`config.mk`:
```
export PLATFORM = sky130hd
export DESIGN_NAME = piso_framer
export DESIGN_NICKNAME = d
export VERILOG_FILES = /design/src/rtl/piso_framer.sv
export SDC_FILE = /design/constraint.sdc
export NUM_CORES = 1
export LEC_CHECK = 0
export ABC_AREA = 1
export CORE_MARGIN = 5
export CORE_UTILIZATION = 40
export CTS_CLUSTER_SIZE = 12
export DETAILED_ROUTE_END_ITERATION = 6
export DONT_BUFFER_PORTS = 1
export PLACE_DENSITY_LB_ADDON = 0.25
export SLEW_MARGIN = 20
export SYNTH_ARGS = -nofsm -noshare
export SYNTH_HDL_FRONTEND = slang
export SYNTH_SLANG_ARGS = --single-unit
```
`constraint.sdc`:
```
create_clock -name clk -period 1.3 [get_ports clk]
set_input_delay 0.26 -clock clk [delete_from_list [all_inputs] [get_ports clk]]
set_output_delay 0.26 -clock clk [all_outputs]
set_load 0.005 [all_outputs]
```
`src/rtl/piso_framer.sv`:
```
// piso_framer: accepts a WIDTH-bit word on a valid/ready handshake and
// drives it onto a single-bit serial line as a frame:
//   start(0), data LSB first, optional even-parity bit, stop(1).
// Each serial bit is held for BIT_CYCLES clocks. The line idles high.
module piso_framer #(
  parameter int WIDTH      = 8,
  parameter int BIT_CYCLES = 1,
  parameter int PARITY_EN  = 1
) (
  input  logic             clk,
  input  logic             reset,
  input  logic [WIDTH-1:0] in_data,
  input  logic             in_valid,
  output logic             in_ready,
  output logic             data_out,
  output logic             busy,
  output logic             frame_done
);

  // Cycle counter needs at least one bit even when BIT_CYCLES == 1.
  localparam int CW = (BIT_CYCLES > 1) ? $clog2(BIT_CYCLES) : 1;
  localparam int BW = $clog2(WIDTH);

  localparam logic [CW-1:0] CYC_LAST = CW'(BIT_CYCLES - 1);
  localparam logic [BW-1:0] BIT_LAST = BW'(WIDTH - 1);

  typedef enum logic [2:0] {
    IDLE   = 3'd0,
    START  = 3'd1,
    DATA   = 3'd2,
    PARITY = 3'd3,
    STOP   = 3'd4
  } state_t;

  state_t           state;
  state_t           state_nxt;
  logic [CW-1:0]    cyc_cnt;
  logic [CW-1:0]    cyc_nxt;
  logic [BW-1:0]    bit_cnt;
  logic [BW-1:0]    bit_nxt;
  logic [WIDTH-1:0] shift_reg;
  logic [WIDTH-1:0] shift_nxt;
  logic             par_bit;
  logic             par_nxt;
  logic             line_nxt;
  logic             cyc_wrap;
  logic             accept;

  // Even parity: the XOR of all data bits, so the frame's data plus
  // parity bit always carries an even number of ones.
  function automatic logic even_parity(input logic [WIDTH-1:0] word);
    return ^word;
  endfunction

  // Advance the per-bit cycle counter, wrapping at the end of each bit.
  function automatic logic [CW-1:0] cyc_step(input logic [CW-1:0] cnt);
    return (cnt == CYC_LAST) ? '0 : cnt + CW'(1);
  endfunction

  // The last clock of the current serial bit.
  assign cyc_wrap = (cyc_cnt == CYC_LAST);

  // Ready in IDLE, or in the final stop cycle so frames can run back to
  // back; forced low while reset is held.
  assign in_ready = !reset && ((state == IDLE) || ((state == STOP) && cyc_wrap));

  assign accept = in_valid && in_ready;

  assign frame_done = (state == STOP) && cyc_wrap;

  // Next-state, counter and datapath decode for the framing sequence.
  always_comb begin
    state_nxt = state;
    cyc_nxt   = cyc_cnt;
    bit_nxt   = bit_cnt;
    shift_nxt = shift_reg;
    par_nxt   = par_bit;

    if (state != IDLE) begin
      cyc_nxt = cyc_step(cyc_cnt);
    end

    case (state)
      IDLE: begin
        if (accept) begin
          state_nxt = START;
          shift_nxt = in_data;
          par_nxt   = even_parity(in_data);
          cyc_nxt   = '0;
          bit_nxt   = '0;
        end
      end

      START: begin
        if (cyc_wrap) begin
          state_nxt = DATA;
          bit_nxt   = '0;
        end
      end

      DATA: begin
        if (cyc_wrap) begin
          shift_nxt = shift_reg >> 1;
          if (bit_cnt == BIT_LAST) begin
            state_nxt = (PARITY_EN != 0) ? PARITY : STOP;
            bit_nxt   = '0;
          end else begin
            bit_nxt = bit_cnt + BW'(1);
          end
        end
      end

      PARITY: begin
        if (cyc_wrap) begin
          state_nxt = STOP;
        end
      end

      STOP: begin
        if (cyc_wrap) begin
          if (accept) begin
            // Back-to-back: the next start bit follows with no idle gap.
            state_nxt = START;
            shift_nxt = in_data;
            par_nxt   = even_parity(in_data);
            cyc_nxt   = '0;
            bit_nxt   = '0;
          end else begin
            state_nxt = IDLE;
          end
        end
      end

      default: begin
        state_nxt = IDLE;
        cyc_nxt   = '0;
        bit_nxt   = '0;
      end
    endcase
  end

  // Serial level for the coming cycle, taken from the state being entered
  // so data_out can be registered without adding a cycle of latency.
  always_comb begin
    line_nxt = 1'b1;
    case (state_nxt)
      START:   line_nxt = 1'b0;
      DATA:    line_nxt = shift_nxt[0];
      PARITY:  line_nxt = par_nxt;
      default: line_nxt = 1'b1;
    endcase
  end

  // Control registers: state, counters, serial line and busy flag.
  always_ff @(posedge clk) begin
    if (reset) begin
      state    <= IDLE;
      cyc_cnt  <= '0;
      bit_cnt  <= '0;
      data_out <= 1'b1;
      busy     <= 1'b0;
    end else begin
      state    <= state_nxt;
      cyc_cnt  <= cyc_nxt;
      bit_cnt  <= bit_nxt;
      data_out <= line_nxt;
      busy     <= (state_nxt != IDLE);
    end
  end

  // Data registers: word and parity are only meaningful once a frame has
  // been accepted, so they carry no reset.
  always_ff @(posedge clk) begin
    shift_reg <= shift_nxt;
    par_bit   <= par_nxt;
  end

endmodule

```
==> insert_results.sql <==
INSERT INTO impl_metrics (metric_group, metric, value, unit) VALUES
('outcome', 'run_status', 'complete, but fails checks', ''),
('outcome', 'failed_checks', 'negative hold slack, negative setup slack', ''),
('setup_path', 'crit_arrival', '1.21', 'ns'),
('synth', 'ranking_of_synthesized_cells_by_area', 'sky130_fd_sc_hd__dfxtp_1, sky130_fd_sc_hd__edfxtp_1, sky130_fd_sc_hd__nand2_1', ''),
('global_route', 'grt_first_pass_wirelength', '4870', 'µm'),
('clock_tree', 'clockRootBuffer', 'sky130_fd_sc_hd__clkbuf_4', ''),
('clock_tree', 'cts.clk_slew.worst_paths', '0.11', 'ns'),
('floorplanning', 'initial_cell_density_of_the_core', '41.7', '%'),
('power_and_ir_drop', 'p_int', '0.00105', 'W'),
('setup_path', 'setup.worst_path.start_class', 'flop', ''),
('floorplanning', 'floorplan.io_pins', '15', ''),
('floorplanning', 'row_count', '19', ''),
('detailed_routing', 'route.vias.total', '1144', ''),
('timing', 'finalWorstSetupSlack', '-0.169', 'ns'),
('timing', 'post-route-min-period', '1.47', 'ns'),
('setup_path', 'critical_path.endpoint_type', 'primary output', ''),
('synth', 'synth-seq-area-share', '37.4', '%'),
('placement', 'place_hpwl', '2140', 'µm'),
('clock_tree', 'inserted_clock_buffers', '3', ''),
('power_and_ir_drop', 'power_leakage', '0.762', 'nW'),
('setup_path', 'path_delay_family', 'flip-flops', ''),
('synth', 'avgSynthCellArea', '6.73', 'µm²'),
('finish', 'final_layout_size_suffix_gt1_share', '35.4', '%'),
('timing', 'timing_max_transition_violations_final', '0', ''),
('synth', 'ys.warnings.count', '0', ''),
('power_and_ir_drop', 'share_clk_of_total_power', '24.5', '%'),
('global_route', 'grt_pass1_vias', '1172', ''),
('synth', 'post_synth_inst_count', '171', ''),
('detailed_routing', 'drtAntennaViolNets', '0', ''),
('power_and_ir_drop', 'p_total', '0.00151', 'W'),
('finish', 'final_net_count', '212', ''),
('timing', 'finalCritPeriodShare', '113', '%'),
('power_and_ir_drop', 'p_comb_share', '27.3', '%'),
('timing', 'grt_setup_unrepaired', 'true', ''),
('finish', 'post-route-cell-area', '0.00157', 'mm²'),
('clock_tree', 'buffer_levels_on_the_longest_clock_path', '2', ''),
('clock_tree', 'clock_tree_from_tritoncts', 'built', ''),
('detailed_routing', 'route.detailed.vias_per_inst', '5.00', ''),
('detailed_routing', 'avgRoutedWirePerCell', '12.7', 'µm'),
('synth', 'synthesis.nets', '184', ''),
('setup_path', 'critPathKind', 'reg -> out', ''),
('finish', 'post_layout_cell_count', '229', ''),
('placement', 'dp_cells', '218', ''),
('placement', 'port-buffer-count', '0', ''),
('timing', 'hold-worst-slack', '-0.00356', 'ns'),
('timing', 'finalHoldViolCount', '2', ''),
('finish', 'mostFrequentLayoutCell', 'sky130_fd_sc_hd__nand2_1', ''),
('synth', 'synth_top_cell_by_area', 'sky130_fd_sc_hd__dfxtp_1', ''),
('finish', 'largest_register_ffs', '8', ''),
('job', 'max_cap_violations', '0', ''),
('timing', 'setup_viol', '16', ''),
('synth', 'yosysUniqueCellTypes', '25', ''),
('finish', 'diodes', '0', ''),
('placement', 'routabilityCongestion', '0.792', ''),
('global_route', 'grt_start_max_net_pins', '11', ''),
('timing', 'relSlewSlack', '77.4', '%'),
('timing', 'measured_slew_at_the_worst_slew_check_pin', '0.335', 'ns'),
('floorplanning', 'floorplan.die.height', '63.6', 'µm'),
('finish', 'area.growth.synth_to_final', '36.7', '%'),
('timing', 'fin_skew', '0.00394', 'ns'),
('detailed_routing', 'drtPass1Iterations', '6', ''),
('synth', 'ys_seq_elements', '18', ''),
('detailed_routing', 'wl', '2900', 'µm'),
('clock_tree', 'total_clock_sinks', '18', ''),
('placement', 'placement.cell_area', '0.00135', 'mm²'),
('timing', 'fmaxAchievable', '0.681', 'GHz'),
('floorplanning', 'placeableCoreArea', '0.00276', 'mm²'),
('global_route', 'grt_remaining_overflow', '0', ''),
('detailed_routing', 'drc', '0', ''),
('setup_path', 'critical-path-max-stage-delay', '0.38', 'ns'),
('synth', 'post_synthesis_instance_area', '0.00115', 'mm²');
[routing by layer]
layer	share of wire, %	track usage, %	wire [µm]
met1	44	17.6	1270
met2	51	26.4	1490
met3	2.5	1.42	73
met4	2.6	7.79	76
met5	0	0	0
[cells in the mapped netlist]
cell type,number
sky130_fd_sc_hd__a21oi_1,7
sky130_fd_sc_hd__a21oi_2,1
sky130_fd_sc_hd__and2_1,1
sky130_fd_sc_hd__buf_2,1
sky130_fd_sc_hd__buf_6,2
sky130_fd_sc_hd__clkbuf_1,1
sky130_fd_sc_hd__dfxtp_1,11
sky130_fd_sc_hd__edfxtp_1,7
sky130_fd_sc_hd__ha_1,2
sky130_fd_sc_hd__inv_1,28
sky130_fd_sc_hd__nand2_1,54
sky130_fd_sc_hd__nand2_2,1
sky130_fd_sc_hd__nand2_4,1
sky130_fd_sc_hd__nand3_1,7
sky130_fd_sc_hd__nand3_4,1
sky130_fd_sc_hd__nand4_1,1
sky130_fd_sc_hd__nor2_1,22
sky130_fd_sc_hd__nor2_4,1
sky130_fd_sc_hd__nor3_2,1
sky130_fd_sc_hd__nor4_1,1
sky130_fd_sc_hd__o211ai_1,2
sky130_fd_sc_hd__o21ai_0,12
sky130_fd_sc_hd__o21ai_2,1
sky130_fd_sc_hd__o221ai_1,2
sky130_fd_sc_hd__o22ai_1,3
[cell families (layout without fill, tap and decap cells)]
logic type                 count (synthesis)  in the layout  synth area share (%)
DFF                                       18             18                  37.4
and+or+nand+nor                           91             91                  34.3
buffers and inverters                     32             59                  11.8
AOI/OAI and AO/OA                         28             28                  14.2
adders and majority gates                  2              2                  2.17
[metrics by stage]
stage          util (%)  worst slack, ns  setup TNS, ns
2_1_floorplan         -          -0.0384         -0.201
3_3_place_gp       48.8           -0.139          -1.03
3_5_place_dp       48.8           -0.205          -1.73
4_1_cts            55.3           -0.167          -1.10
5_1_grt            57.1           -0.196          -2.42
6_report           57.1           -0.169          -1.12
[worst paths after layout]
| check | startpoint | end | slack [ns] | cells after the start |
|---|---|---|---|---|
| max | state[1] | frame_done | -0.17 | 5 |
| min | reset | cyc_cnt | -0.004 | 1 |
| max reg2reg | state[1] | bit_cnt[1] | -0.13 | 8 |
| min reg2reg | shift_reg[0] | shift_reg[0] | 0.49 | 2 |
[layout make-up]
class	instances	area, µm²
multi-input cells	121	709
clock buffers	4	36.3
fillers	270	1180
inverters	28	115
well taps	31	38.8
flip-flops and latches	18	443
repair buffers	27	231
[power groups by stage]
stage / clock [W] / combinational [W] / sequential, W
6_report: 0.000371 / 0.000413 / 0.000728
5_1_grt: 0.000386 / 0.000459 / 0.000739
4_1_cts: 0.000371 / 0.000384 / 0.000727
3_5_place_dp: 0 / 0.000332 / 0.000739
3_3_place_gp: 0 / 0.000319 / 0.000737
2_1_floorplan: 0 / 0.000239 / 0.000727
[worst register-to-register path: cells and delay by family (launching register included)]
family / cells / cell delay, ns
compound gates: 2 / 0.34
simple gates: 6 / 0.61
flops: 1 / 0.38
[what timing repair did]
item	4_1_cts	5_1_grt
endpoints found under the hold margin	4	2
gates cloned	0	0
endpoints found under the setup margin	20	24
gates resized for setup	29	15
setup buffers	6	0
pin swaps	8	7
Power figures use the tool's default switching activity.
